--- src/rtl/muldiv_if.sv ---
// muldiv_if: request and register-file write-back bundle for muldiv_unit
interface muldiv_if;
  logic        start;
  logic [1:0]  op;
  logic [31:0] src1;
  logic [31:0] src2;
  logic [4:0]  dst;
  logic        busy;
  logic        done;
  logic [31:0] wr;
  logic [4:0]  wa;
  logic        wren;
  modport master (output start, op, src1, src2, dst, input busy, done, wr, wa, wren);
  modport slave  (input start, op, src1, src2, dst, output busy, done, wr, wa, wren);
endinterface

--- src/rtl/muldiv_unit.sv ---
// muldiv_unit: 32-cycle iterative unsigned multiply/divide with register-file write-back
module muldiv_unit #(
  parameter int XLEN = 32
) (
  input logic      clk,
  input logic      rstd,
  muldiv_if.slave  bus
);
  typedef enum logic [1:0] {IDLE, RUN, WB} state_t;
  state_t            st;
  logic [5:0]        cnt;
  logic [1:0]        opq;
  logic [4:0]        dq;
  logic [XLEN-1:0]   m;
  logic [2*XLEN-1:0] acc, acc_n;
  logic [XLEN:0]     sum, sh, diff;
  logic              ge;
  // acc holds {product hi, multiplier} for multiply and {remainder, quotient} for divide
  always_comb begin
    sum   = {1'b0, acc[2*XLEN-1:XLEN]} + (acc[0] ? {1'b0, m} : '0);
    sh    = {acc[2*XLEN-1:XLEN], acc[XLEN-1]};
    diff  = sh - {1'b0, m};
    ge    = !diff[XLEN];
    acc_n = opq[1] ? {ge ? diff[XLEN-1:0] : sh[XLEN-1:0], acc[XLEN-2:0], ge}
                   : {sum, acc[XLEN-1:1]};
  end
  always_ff @(posedge clk) begin
    if (rstd) begin
      st       <= IDLE;
      cnt      <= '0;
      opq      <= '0;
      dq       <= '0;
      m        <= '0;
      acc      <= '0;
      bus.busy <= 1'b0;
      bus.done <= 1'b0;
      bus.wr   <= '0;
      bus.wa   <= '0;
      bus.wren <= 1'b1;
    end else begin
      case (st)
        IDLE: if (bus.start) begin
          st       <= RUN;
          cnt      <= '0;
          opq      <= bus.op;
          dq       <= bus.dst;
          m        <= bus.op[1] ? bus.src2 : bus.src1;
          acc      <= {{XLEN{1'b0}}, bus.op[1] ? bus.src1 : bus.src2};
          bus.busy <= 1'b1;
        end
        RUN: begin
          acc <= acc_n;
          cnt <= cnt + 6'd1;
          if (cnt == 6'd31) begin
            st       <= WB;
            bus.done <= 1'b1;
            bus.wr   <= opq[0] ? acc_n[2*XLEN-1:XLEN] : acc_n[XLEN-1:0];
            bus.wa   <= dq;
            bus.wren <= (dq == 5'd0);
          end
        end
        WB: begin
          st       <= IDLE;
          bus.busy <= 1'b0;
          bus.done <= 1'b0;
          bus.wr   <= '0;
          bus.wa   <= '0;
          bus.wren <= 1'b1;
        end
        default: st <= IDLE;
      endcase
    end
  end
endmodule

--- src/flat_wrapper.sv ---
// flat-port wrapper written by rule: the top's interface ports become plain ports
module muldiv_unit_flat 
#(
  parameter int XLEN = 32
)
  (clk, rstd, bus_start, bus_op, bus_src1, bus_src2, bus_dst, bus_busy, bus_done, bus_wr, bus_wa, bus_wren);
  muldiv_if bus_i ();
  input logic clk;
  input logic rstd;
  input wire logic [$bits(bus_i.start)-1:0] bus_start;
  input wire logic [$bits(bus_i.op)-1:0] bus_op;
  input wire logic [$bits(bus_i.src1)-1:0] bus_src1;
  input wire logic [$bits(bus_i.src2)-1:0] bus_src2;
  input wire logic [$bits(bus_i.dst)-1:0] bus_dst;
  output wire logic [$bits(bus_i.busy)-1:0] bus_busy;
  output wire logic [$bits(bus_i.done)-1:0] bus_done;
  output wire logic [$bits(bus_i.wr)-1:0] bus_wr;
  output wire logic [$bits(bus_i.wa)-1:0] bus_wa;
  output wire logic [$bits(bus_i.wren)-1:0] bus_wren;
  assign bus_i.start = bus_start;
  assign bus_i.op = bus_op;
  assign bus_i.src1 = bus_src1;
  assign bus_i.src2 = bus_src2;
  assign bus_i.dst = bus_dst;
  assign bus_busy = bus_i.busy;
  assign bus_done = bus_i.done;
  assign bus_wr = bus_i.wr;
  assign bus_wa = bus_i.wa;
  assign bus_wren = bus_i.wren;
  muldiv_unit #(.XLEN(XLEN)) u_core (.clk(clk), .rstd(rstd), .bus(bus_i));
endmodule
--- config.mk ---
export PLATFORM = sky130hd
export DESIGN_NAME = muldiv_unit_flat
export DESIGN_NICKNAME = d
export VERILOG_FILES = /design/src/rtl/muldiv_if.sv /design/src/rtl/muldiv_unit.sv /design/src/flat_wrapper.sv
export SDC_FILE = /design/constraint.sdc
export NUM_CORES = 1
export LEC_CHECK = 0
export ABC_AREA = 1
export BUFFER_PORTS_ARGS = -buffer_cell sky130_fd_sc_hd__buf_4
export CAP_MARGIN = 20
export CELL_PAD_IN_SITES_DETAIL_PLACEMENT = 1
export CELL_PAD_IN_SITES_GLOBAL_PLACEMENT = 1
export CORE_MARGIN = 2
export CORE_UTILIZATION = 46
export CTS_BUF_LIST = sky130_fd_sc_hd__clkbuf_4
export CTS_CLUSTER_DIAMETER = 200
export DETAILED_ROUTE_END_ITERATION = 7
export GPL_TIMING_DRIVEN = 0
export PLACE_DENSITY = 0.94
export SLEW_MARGIN = 30
export SYNTH_ARGS = -nofsm -noshare
export SYNTH_HDL_FRONTEND = slang
export SYNTH_SLANG_ARGS = --single-unit
--- constraint.sdc ---
create_clock -name clk -period 4.5 [get_ports clk]
set_input_delay 0.9 -clock clk [delete_from_list [all_inputs] [get_ports clk]]
set_output_delay 0.9 -clock clk [all_outputs]
set_load 0.05 [all_outputs]
==> results of run 1 <==
==> metrics by stage <==
stage / cells / hold slack [ns] / power, mW
after floorplan: 2222 / 0.437 / 2.44
after global placement: 2675 / 0.442 / 2.90
after detailed placement: 2675 / 0.445 / 2.96
after CTS: 2707 / 0.468 / 3.82
after global routing: 2708 / 0.490 / 4.06
final: 2708 / 0.468 / 3.87
==> logic make-up after synthesis <==
family                     synth area share [%]
buffers and inverters                      13.8
and+or+nand+nor                            35.8
adders and majority gates                  6.78
AOI/OAI and AO/OA                          18.3
xor gates and xnor gates                   1.32
DFF                                        24.0
==> critical path, stage by stage (launching register included) <==
cell	delay (ns)
dfxtp_1	0.34
clkbuf_1	0.40
clkbuf_1	0.45
nand2_1	0.10
inv_1	0.07
ha_1	0.27
a21oi_1	0.17
nand2_1	0.15
a21boi_0	0.53
o21ai_0	0.43
nand2_1	0.22
nand2_1	0.08
nand2_1	0.07
nand3_1	0.11
nand2_1	0.16
nand2_1	0.09
nand2_1	0.08
nand2_1	0.04
==> registers in the layout (all words and copies together) (netlist names) <==
name,cells
u_core.bus.wa,5
u_core.bus.wr,32
u_core.bus.done,1
u_core.st,2
u_core.acc,64
u_core.bus.wren,1
u_core.opq,2
u_core.m,32
u_core.cnt,6
u_core.dq,5
u_core.bus.busy,1
==> synth_stat cells, types with 2 or more instances <==
master / instances
buf_2: 8
buf_1: 8
o221ai_1: 8
clkbuf_1: 66
xnor2_1: 9
nor2_2: 4
nand3_2: 7
nor3_1: 11
nand3b_1: 9
o21bai_1: 3
and2_1: 3
ha_1: 65
o21ai_1: 4
nand3_1: 107
buf_6: 6
fa_1: 2
inv_1: 354
a221oi_1: 20
or2_2: 2
inv_2: 3
o21a_1: 6
o211ai_1: 8
dfxtp_1: 151
nor2_1: 157
nand4_1: 13
xor2_1: 10
nand2_1: 791
a21oi_1: 175
o21ai_0: 187
nand2_2: 7
nor4_1: 2
a21o_1: 6
==> metal layers <==
metal | routed length [um] | share of wire (%) | vias up | GRT usage (%)
li1 | - | - | 7279 | -
met1 | 23200 | 43 | 7264 | 46.9
met2 | 25500 | 47 | 573 | 65.5
met3 | 3260 | 6.0 | 135 | 4.59
met4 | 2350 | 4.3 | 0 | 16.2
met5 | 0 | 0 | - | 0
==> final cells by class <==
type                       instances  area share, %
antenna                            1         0.0177
tap                              341           3.02
multi-input combinational       1624           55.4
inverter                         358           9.52
clock inverter                    14          0.966
clock buffer                      18          0.957
sequential                       151           21.4
buffer                            89           2.78
timing repair buffer             112           5.95
==> path summary, 6_finish.rpt <==
kind / start / to / depth (start not counted)
setup reg to reg: u_core.acc[0]$_SDFFE_PP0P_ / u_core.bus.wr[21]$_SDFFE_PP0P_ / 17
hold / removal: u_core.bus.wr[25]$_SDFFE_PP0P_ / u_core.bus.wr[25]$_SDFFE_PP0P_ / 2
hold reg to reg: u_core.bus.wr[25]$_SDFFE_PP0P_ / u_core.bus.wr[25]$_SDFFE_PP0P_ / 2
setup / recovery: u_core.acc[0]$_SDFFE_PP0P_ / u_core.bus.wr[21]$_SDFFE_PP0P_ / 17
==> report_power, final <==
| part | internal (mW) | total [mW] | switching (mW) |
|---|---|---|---|
| Sequential | 1.41 | 1.50 | 0.0882 |
| Combinational | 0.451 | 1.48 | 1.03 |
| Clock | 0.254 | 0.886 | 0.632 |
==> run summary, run 1 <==
The distinct cell type count after synthesis came out at 42. The level count of the clock H-tree is 4. The data arrival time of the critical path is between 4 and 5 ns. Detailed routing inserted a total of 15.3k vias. The die width is around 170 um. The number of antenna violations at the first check in global routing is 1. The post-CTS setup-driven buffer insertion count came out at 0. The worst setup path is launched from a flop. The maximum net fanout on the critical path came out at 10. The count of final hold-check violations came out at 0. The transition time at the pin with the least slew margin is a little over 1 ns.

The setup slack of the most critical reg-to-reg path is 0.62 ns. The total routing resource utilization after global routing is a little under two fifths. Dividing the synthesized area by the synthesized cell count gives around 5.7 um^2. The total of fill cells in the finished design came out at approximately 4k. The area growth from synthesis to layout came out at 12.3%. The mean routed wirelength per cell came out at about 20 um. Clock skew on the completed layout was measured at between 0.04 and 0.05 ns.

Setup repair after global routing left no endpoint under its margin. The final number of max-transition violations was 0. TritonCTS built the clock tree. The total of cells resized after clock tree synthesis is 0.

The clock latency on the worst-skew pair is 0.63 ns. Timing analysis after detailed placement gives a worst setup slack of 0.777 ns. The worst path meets setup with 0.618 ns of slack.

The area of all placed cells without fillers is about 0.014 mm^2. The floorplan step defined a die boundary enclosing roughly 0.029 mm^2. The multi-input combinational cells in the finished layout cover a total of about 0.008 mm^2. The path class of the lowest-slack min-delay path is reg -> reg. The required time of the worst setup path came out at about 5 ns. After synthesis the netlist holds a flip-flop and latch count of roughly 150.

By area the synthesized netlist is led by dfxtp_1 (24%), nand2_1 (24%), inv_1 (11%), o21ai_0 (7.4%), a21oi_1 (7.0%). The area share of the leading cell type in the synthesized netlist came out at around a quarter. In this run the remaining antenna-violating nets after routing total 0. The final design utilization is around 53%. The tree is rooted in a clkbuf_4.

The detailed-route wire length is 54.3 mm. The number of enable flip-flop cells after synthesis is 0. The number of top-level pins is approximately 110. After detailed placement, the total cell area comes to between 0.01 and 0.015 mm^2. The buffer levels on the longest clock path is 2. The pin count of the biggest net entering global routing came out at 17. The total negative slack for setup checks came out at 0 ns. The commonest non-fill, non-tap cell in the layout is nand2_1. The die is between 150 and 200 um tall. The post-synthesis net count came out at roughly 2.4k. The final critical path takes up between 80% and 90% of the cycle. The clock transition at the register clock pins on the worst setup and hold paths after CTS came out at 0.17 ns. For this run, the number of Yosys warnings is 0. Buffers inserted to repair hold after CTS numbered 0. Derived from the worst setup path, the maximum achievable clock frequency is approximately 260 MHz. The per-cell via count in the routed design came out at 5.63. After technology mapping, the gate count stands at approximately 2.2k. The number of nets at the end of the flow is around 2.5k. The total overflow left after global routing is 0. The leakage power figure came out at a little over 7 nW. The number of max-cap violations came out at 0. The critical path is of the reg -> reg type. The worst IR drop on VDD is between 150 and 200 uV.

For this configuration, the core starts out at a cell density of between 40 and 50%. For this run, the leading register cell type out of synthesis is dfxtp_1. The wire-length estimate of the detail-placed layout is ~45 mm. The first-iteration detailed-routing DRC count is between 1k and 1.5k. Before antenna repair, the detailed router went through 6 iterations.

The number of clock buffers added by TritonCTS is 17. STA classifies the critical path endpoint as a flop. The run finished with clean final reports. The first global-routing pass estimated about 84 mm of wire. The share of layout cells above drive strength 1 is 7.78%. The share of the yosys chip area belonging to registers came out at between 20% and 30%.

The number of DRC violations after detailed routing came out at 0. Of all cell types, the one taking the most synthesized area is dfxtp_1. At the end of routability-driven placement, the weighted congestion stood at 1.01.

The summed instance area of the synthesized netlist is approximately 0.013 mm^2. The sequential standard cell area came out at approximately 0.0030 mm^2. The clock period minus worst slack came out at just under 4 ns.

The number of core rows is 60. The count of input and output buffers is 112. Setup violations remaining at the end of the flow were counted as 0. The share of synthesized registers carrying an async set or reset is 0%. The worst slew margin relative to its limit is 32.7%.

Clock tree synthesis found a total of 151 sinks. The number of global-route vias before repair came out at around 16k. The library cells used most frequently in the layout, excluding fill and tap cells, are nand2_1 (791), inv_1 (354), o21ai_0 (187).

The total power density per cell area is 274 mW/mm^2. The core area came out at roughly 0.027 mm^2.
No activity file was read; power rests on OpenSTA's default activity.
==> run 2, diff against run 1 <==
--- a/config.mk
+++ b/config.mk
@@ -10,6 +10,7 @@
 export CAP_MARGIN = 20
 export CELL_PAD_IN_SITES_DETAIL_PLACEMENT = 1
 export CELL_PAD_IN_SITES_GLOBAL_PLACEMENT = 1
+export CORE_ASPECT_RATIO = 0.5
 export CORE_MARGIN = 2
 export CORE_UTILIZATION = 46
 export CTS_BUF_LIST = sky130_fd_sc_hd__clkbuf_4
==> run 2 against run 1 <==
Net effect: final cell count is 0.44% higher; critical endpoint unchanged; clock power is 19% higher; fmax is 1.7% higher; sequential power hardly changed; total power is 5.6% higher; clock skew is 0.0020 ns higher.
==> run summary, run 2 (synthesis gave the netlist of run 1 again) <==
The flow ran to the end, and the final reports show no timing, DRC or antenna violations. The count of cells in the finished layout, fillers not included, comes to about 2.7k. The number of instances on the worst hold path came out at 2.

After clock tree synthesis, the clock-pin slew on the worst setup and hold paths is 0.16 ns. The number of cells on the worst reg-to-reg path is 18. In this run the number of H-tree levels came out at 4. The ratio of final minimum period to clock period came out at between 80 and 90%. The mean routed wirelength per cell came out at 21.2 um. The total of fill cells in the finished design came out at just under 4k. The largest registers in the layout are u_core.acc (64), u_core.bus.wr (32), u_core.m (32). For the worst setup path, the data arrival time is 4.35 ns. The min-delay analysis places its worst path in the category reg -> reg. The worst setup path is launched from a flop.

The endpoint of the worst register-to-register path is u_core.bus.wr[21]$_SDFFE_PP0P_. In the routed layout, each cell is associated on average with a via count of roughly 5.8. The power spent charging and discharging nets came out at 1.81 mW. The worst setup path is captured at a flop. The number of global-route vias before repair came out at 15.5k.

The worst stage delay on the critical path came out at 0.65 ns. The total power of the final layout is a little over 4 mW. The root buffer cell is clkbuf_4. The buffer levels on the longest clock path is 2. The final design utilization came out at between 50% and 60%. The area of all placed cells without fillers came out at around 0.014 mm^2. The clock power share is 25.8%.

The count of input and output buffers came out at around 110. The post-CTS setup-driven buffer insertion count came out at 0. The type of the setup path with the least slack is reg -> reg. The startpoint of the worst-slack reg-to-reg timing path is u_core.acc[0]$_SDFFE_PP0P_. In this run the worst path has a maximum fanout of 7. The first global-routing pass estimated 87.4 mm of wire. The detail route stage leaves a number of antenna-violating nets equal to 0. The final weighted congestion in routability-driven placement came out at just under 1. Summing all placed instances gives a cell area of 0.0139 mm^2. The detailed-route wire length came out at 57.6 mm. The count of final hold-check violations came out at 0.

The share of layout cells above drive strength 1 came out at 7.86%. The die extent in y came out at 121 um. The floorplan step defined a core boundary enclosing ~0.027 mm^2. The number of antenna violations at the first check in global routing is 2. At the end of the flow, the number of nets in the layout was between 2k and 2.5k.

Walking the worst path, the cells encountered are clkbuf_1 -> nand2_1 -> inv_1 -> ha_1 -> inv_1 -> fa_1 -> inv_1 -> nand3_1 -> nand2_1 -> a21boi_0 -> o21ai_0 -> nand2_1 -> nand3_1 -> nand3_1 -> nand2_1 -> nand2_1 -> nand2_1 -> nand2_1. The clock latency on the worst-skew pair came out at ~0.64 ns. The starting utilization of the core area is 47.2%.

The overall overflow remaining after global route came out at 0. The placed instance count is approximately 2.7k. In this run, post-CTS hold repair placed 0 buffers. IR analysis of the VDD net gives a maximum drop of roughly 230 uV. The share of total power dissipated in combinational logic is roughly 37%.

For hold timing, the worst endpoint is u_core.bus.wr[26]$_SDFFE_PP0P_. The power share of the sequential group is 37.0%. Counting every sink on the clock net gives approximately 150. The placed wire-length estimate came out at approximately 47 mm. Leaving out fill and tap cells, the most frequent cell in the layout is nand2_1. The most repeated library cell on the critical path is nand2_1. The worst slew margin relative to its limit is between 30% and 40%.

At the worst endpoint, the required time is a little over 5 ns. The final number of max-transition violations came out at 0. The die width came out at around 240 um. In this run, the number of DRC markers left after iteration 0 of detailed routing was 1760. Entering global routing, the biggest net connects 17 pins. Static timing analysis puts the maximum clock frequency at 262 MHz. The total number of vias is 15.7k. In the final timing run, aggregate negative setup slack is 0 ns. The total routing resource utilization after global routing is 40.0%. The total clock buffers created by CTS is 17. The TritonCTS clock tree is yes.

The total of cells resized after clock tree synthesis came out at 0. Setup repair after global routing left no endpoint under its margin. Dividing total power by cell area gives a power density of 287 mW/mm^2.

The net switching share of the total power came out at about 44%. The area of the die came out at 0.0288 mm^2. The startpoint identified for the worst hold timing path is u_core.bus.wr[26]$_SDFFE_PP0P_. Leaving out fill and tap cells, the most frequent cells in the layout are nand2_1 (791), inv_1 (354), o21ai_0 (187). The number of max-cap violations is 0.

The flip-flop count of the largest register, all copies and words added is 64. Between clock sinks in the finished design, the worst skew comes to 0.0420 ns. The number of core rows is 42. The leakage power figure came out at approximately 7.1 nW.

The register with the most flip-flops in the final layout is u_core.acc. The number of top-level pins is around 110. The setup slack of the most critical reg-to-reg path came out at 0.68 ns. The clock period minus worst slack is approximately 3.8 ns. Internal power comes to around 2.3 mW.

The setup violation total in the final timing report came out at 0. Compared with the post-synthesis result, the final layout area differs by 13.0%. The transition time at the pin with the least slew margin came out at 1.03 ns. On the critical path, the stage with the largest delay is an instance of o21ai_0. The number of DRC violations after detailed routing is 0. The first detailed-routing pass took 5 iterations.
-- run 2: worst max path at each step --
| stage | startpoint | end | slack (ns) | depth (start not counted) |
|---|---|---|---|---|
| 2_1_floorplan | u_core.acc[0]$_SDFFE_PP0P_ | u_core.bus.wr[21]$_SDFFE_PP0P_ | 2.01 | 17 |
| 3_3_place_gp | u_core.acc[0]$_SDFFE_PP0P_ | u_core.bus.wr[29]$_SDFFE_PP0P_ | 0.92 | 18 |
| 3_5_place_dp | u_core.acc[0]$_SDFFE_PP0P_ | u_core.bus.wr[21]$_SDFFE_PP0P_ | 0.79 | 18 |
| 4_1_cts | u_core.acc[0]$_SDFFE_PP0P_ | u_core.bus.wr[21]$_SDFFE_PP0P_ | 0.77 | 18 |
| 5_1_grt | u_core.acc[0]$_SDFFE_PP0P_ | u_core.bus.wr[21]$_SDFFE_PP0P_ | 0.43 | 17 |
| 6_report | u_core.acc[0]$_SDFFE_PP0P_ | u_core.bus.wr[21]$_SDFFE_PP0P_ | 0.68 | 18 |
-- run 2: metrics by stage --
stage | hold slack (ns) | setup slack, ns
final | 0.463 | 0.685
after global routing | 0.490 | 0.433
after CTS | 0.467 | 0.766
after detailed placement | 0.442 | 0.791
after global placement | 0.439 | 0.917
after floorplan | 0.437 | 2.01
-- run 2: final cells by class --
| cell class | instances | area [um^2] | share of cell area [%] |
|---|---|---|---|
| Multi-Input combinational cell | 1624 | 7820 | 55.1 |
| Sequential cell | 151 | 3020 | 21.3 |
| Inverter | 358 | 1340 | 9.46 |
| Timing Repair Buffer | 112 | 841 | 5.92 |
| Tap cell | 352 | 440 | 3.10 |
| Buffer | 89 | 393 | 2.77 |
| Clock inverter | 15 | 210 | 1.48 |
| Clock buffer | 17 | 128 | 0.898 |
| Antenna cell | 2 | 5.00 | 0.0352 |
-- run 2: power by group through the flow --
| stage | logic [mW] | registers (mW) | clock network, mW |
|---|---|---|---|
| final | 1.52 | 1.51 | 1.05 |
| after global routing | 1.66 | 1.51 | 1.09 |
| after floorplan | 0.962 | 1.48 | 0 |
| after global placement | 1.41 | 1.52 | 0 |
| after CTS | 1.47 | 1.50 | 1.04 |
| after detailed placement | 1.46 | 1.53 | 0 |
-- run 2: per-layer routing --
metal,global-route usage [%],share of wire [%],up-vias
met1,55.8,45,7602
met2,61.9,42,731
met4,12.5,2.6,0
met5,0,0,-
met3,8.23,11,106
li1,-,-,7275
-- run 2: critical path, delay by kind of cell (launching register included) --
kind	cells	cell delay, ns
adder cells (fa/ha/maj)	2	0.57
AO/OA/AOI/OAI	2	0.84
buffers and inverters	4	0.75
AND/OR/NAND/NOR	10	1.21
flip-flops	1	0.34
==> run 3, diff against run 2 <==
--- a/config.mk
+++ b/config.mk
@@ -12,12 +12,12 @@
 export CELL_PAD_IN_SITES_GLOBAL_PLACEMENT = 1
 export CORE_ASPECT_RATIO = 0.5
 export CORE_MARGIN = 2
-export CORE_UTILIZATION = 46
+export CORE_UTILIZATION = 43
 export CTS_BUF_LIST = sky130_fd_sc_hd__clkbuf_4
 export CTS_CLUSTER_DIAMETER = 200
 export DETAILED_ROUTE_END_ITERATION = 7
 export GPL_TIMING_DRIVEN = 0
-export PLACE_DENSITY = 0.94
+export PLACE_DENSITY = 0.89
 export SLEW_MARGIN = 30
 export SYNTH_ARGS = -nofsm -noshare
 export SYNTH_HDL_FRONTEND = slang
==> constraint.sdc (replaced) <==
create_clock -name clk -period 3.67 [get_ports clk]
set_input_delay 0.734 -clock clk [delete_from_list [all_inputs] [get_ports clk]]
set_output_delay 0.734 -clock clk [all_outputs]
set_load 0.05 [all_outputs]
==> run 3 against run 2 <==
Net effect: sequential power rose by 23%; fmax rose by 12%; largest cell class unchanged; critical path depth rose by 3; total power rose by 19%; sequential cell count did not move; clock power rose by 12%; die area rose by 6.8%.
==> run summary, run 3 (synthesis gave the netlist of run 1 again) <==
The run finished with clean final reports. The startpoint of the most critical hold path is bus_dst[4]. The number of global-route vias before repair came out at roughly 15k. The setup violation total in the final timing report came out at 0. The worst setup path is launched from a flop. The final weighted congestion in routability-driven placement came out at approximately 1.0. Measured along the x axis, the die boundary spans between 200 and 250 um.

The remaining number of nets flagged by the antenna check after routing is 0. The TritonCTS clock tree is yes. The floorplan has 44 rows. The number of DRC violations after detailed routing came out at 0. The transition time at the pin with the least slew margin is a little under 1 ns. The area of the die is 0.0307 mm^2. The level count of the clock H-tree came out at 4.

The clock period minus worst slack is about 3.4 ns. The number of nets at the end of the flow came out at between 2k and 2.5k. The final number of max-transition violations was 0.

The post-CTS setup-driven buffer insertion count came out at 0. Static timing analysis puts the maximum clock frequency at 293 MHz. STA classifies the critical path endpoint as a flop.

The worst clock skew came out at between 0.02 and 0.03 ns. The worst slew margin relative to its limit is 34.5%. The final design utilization came out at 49.2%.

Leaving out fill and tap cells, the most frequent cells in the layout are nand2_1 (791), inv_1 (354), o21ai_0 (186). The buffer levels on the longest clock path came out at 2. The worst IR drop on VDD is approximately 270 uV. The per-cell via count in the routed design came out at 5.57. The ratio of final minimum period to clock period is between 90 and 100%. The largest registers in the layout are u_core.acc (64), u_core.bus.wr (32), u_core.m (32). The clock sink total is 151. The launching element of the worst setup path is u_core.acc[31]$_SDFFE_PP0P_. The total number of vias is between 15k and 20k. Entering global routing, the biggest net connects 18 pins.

The root buffer cell is clkbuf_4. The data arrival time of the critical path is about 4 ns. The area growth from synthesis to layout is 13.1%.

The first-iteration detailed-routing DRC count came out at 1810. The required time of the worst setup path is about 4.2 ns. The total power density per cell area is around 340 mW/mm^2. The commonest non-fill, non-tap cell in the layout is nand2_1. The register with the most flip-flops in the layout has 64 of them. After detailed routing, the average wire length per cell comes to slightly above 20 um.

The overall overflow remaining after global route came out at 0. Setup repair after global routing left no endpoint under its margin. The path class of the tightest hold or removal check is in -> reg. The number of max-cap violations is 0. The count of final hold-check violations is 0. The detailed-route wire length is roughly 56 mm. The clock latency on the worst-skew pair is 0.64 ns. The clock transition at the register clock pins on the worst setup and hold paths after CTS came out at ~0.16 ns. Summed over all cells, the static leakage comes to roughly 7.1 nW.

The pre-antenna-repair detailed-routing pass consisted of 6 iterations. The final critical-path setup slack came out at approximately 0.26 ns. The share of layout cells above drive strength 1 came out at 7.86%.

The worst slack at placement is -0.0347 ns. The type of the setup path with the least slack is reg -> reg. The region available for standard cell placement spans roughly 0.029 mm^2. The register bank with the most flops is u_core.acc.

The number of top-level pins came out at 114. The first global-routing pass estimated around 86 mm of wire. In this run the vertical extent of the chip is about 120 um. The maximum net fanout on the critical path is 10. The total routing resource utilization after global routing came out at 36.3%. The number of antenna violations at the first check in global routing came out at 2.

The total clock buffers created by CTS came out at 17. The starting utilization of the core area is 43.5%. In this run the critical register-to-register path is launched from u_core.acc[31]$_SDFFE_PP0P_. The placed wire-length estimate came out at 46.3 mm. The count of input and output buffers is roughly 110.
==> run 3: metrics by stage <==
step / TNS, ns / area [um^2] / power (mW) / hold slack (ns) / instances
2_1_floorplan: 0 / 12600 / 2.99 / 0.437 / 2222
3_3_place_gp: 0 / 13900 / 3.60 / 0.440 / 2725
3_5_place_dp: -0.0551 / 13900 / 3.65 / 0.449 / 2725
4_1_cts: 0 / 14200 / 4.80 / 0.329 / 2757
5_1_grt: 0 / 14200 / 5.10 / 0.347 / 2757
6_report: 0 / 14200 / 4.86 / 0.351 / 2757
==> run 3: layer usage <==
metal / global-route usage [%] / share of wire [%] / vias to the layer above
li1: - / - / 7270
met1: 53.6 / 46 / 7341
met2: 55.6 / 42 / 657
met3: 5.26 / 9.5 / 81
met4: 8.24 / 1.9 / 0
met5: 0 / 0 / -
==> run 3: path summary, 6_finish.rpt <==
check	end	slack [ns]	cells past startpoint
setup reg to reg	u_core.bus.wr[31]$_SDFFE_PP0P_	0.26	21
setup / recovery	u_core.bus.wr[31]$_SDFFE_PP0P_	0.26	21
hold reg to reg	u_core.bus.wr[7]$_SDFFE_PP0P_	0.47	2
hold / removal	u_core.dq[4]$_SDFFE_PP0P_	0.35	3
==> run 3: critical path, stage by stage (launching register included) <==
cell,delay [ns]
dfxtp_1,0.37
inv_1,0.15
ha_1,0.35
fa_1,0.44
inv_1,0.11
nand2_1,0.06
nand2_1,0.13
nand3_1,0.09
nand2_1,0.16
nand2_1,0.09
nand2_2,0.12
nand2_2,0.10
nand2_2,0.09
nand2_2,0.06
nand2_4,0.14
buf_6,0.17
nand3_1,0.22
nand2_1,0.17
nand2_1,0.13
nand2_1,0.11
nand2_1,0.06
nand2_1,0.06
==> run 3: repair_timing <==
action / in CTS / in global routing
endpoints found under the setup margin: 3 / 26
gates resized for setup: 1 / 1
hold endpoints to repair: 0 / 0
hold buffers: 0 / 0
==> run 3: where the power goes <==
group | leakage, nW | internal, mW | switching [mW]
logic | 5.73 | 0.553 | 1.28
registers | 1.23 | 1.73 | 0.124
clock network | 0.155 | 0.375 | 0.801
total | 7.12 | 2.66 | 2.20
==> run 3: layout make-up <==
| class | count | area (um^2) |
|---|---|---|
| tap | 391 | 489 |
| sequential | 151 | 3020 |
| clock buffer | 17 | 128 |
| buffer | 88 | 389 |
| timing repair buffer | 112 | 841 |
| fill | 4250 | 14700 |
| multi-input combinational | 1624 | 7820 |
| clock inverter | 15 | 184 |
| antenna | 1 | 2.50 |
| inverter | 358 | 1340 |
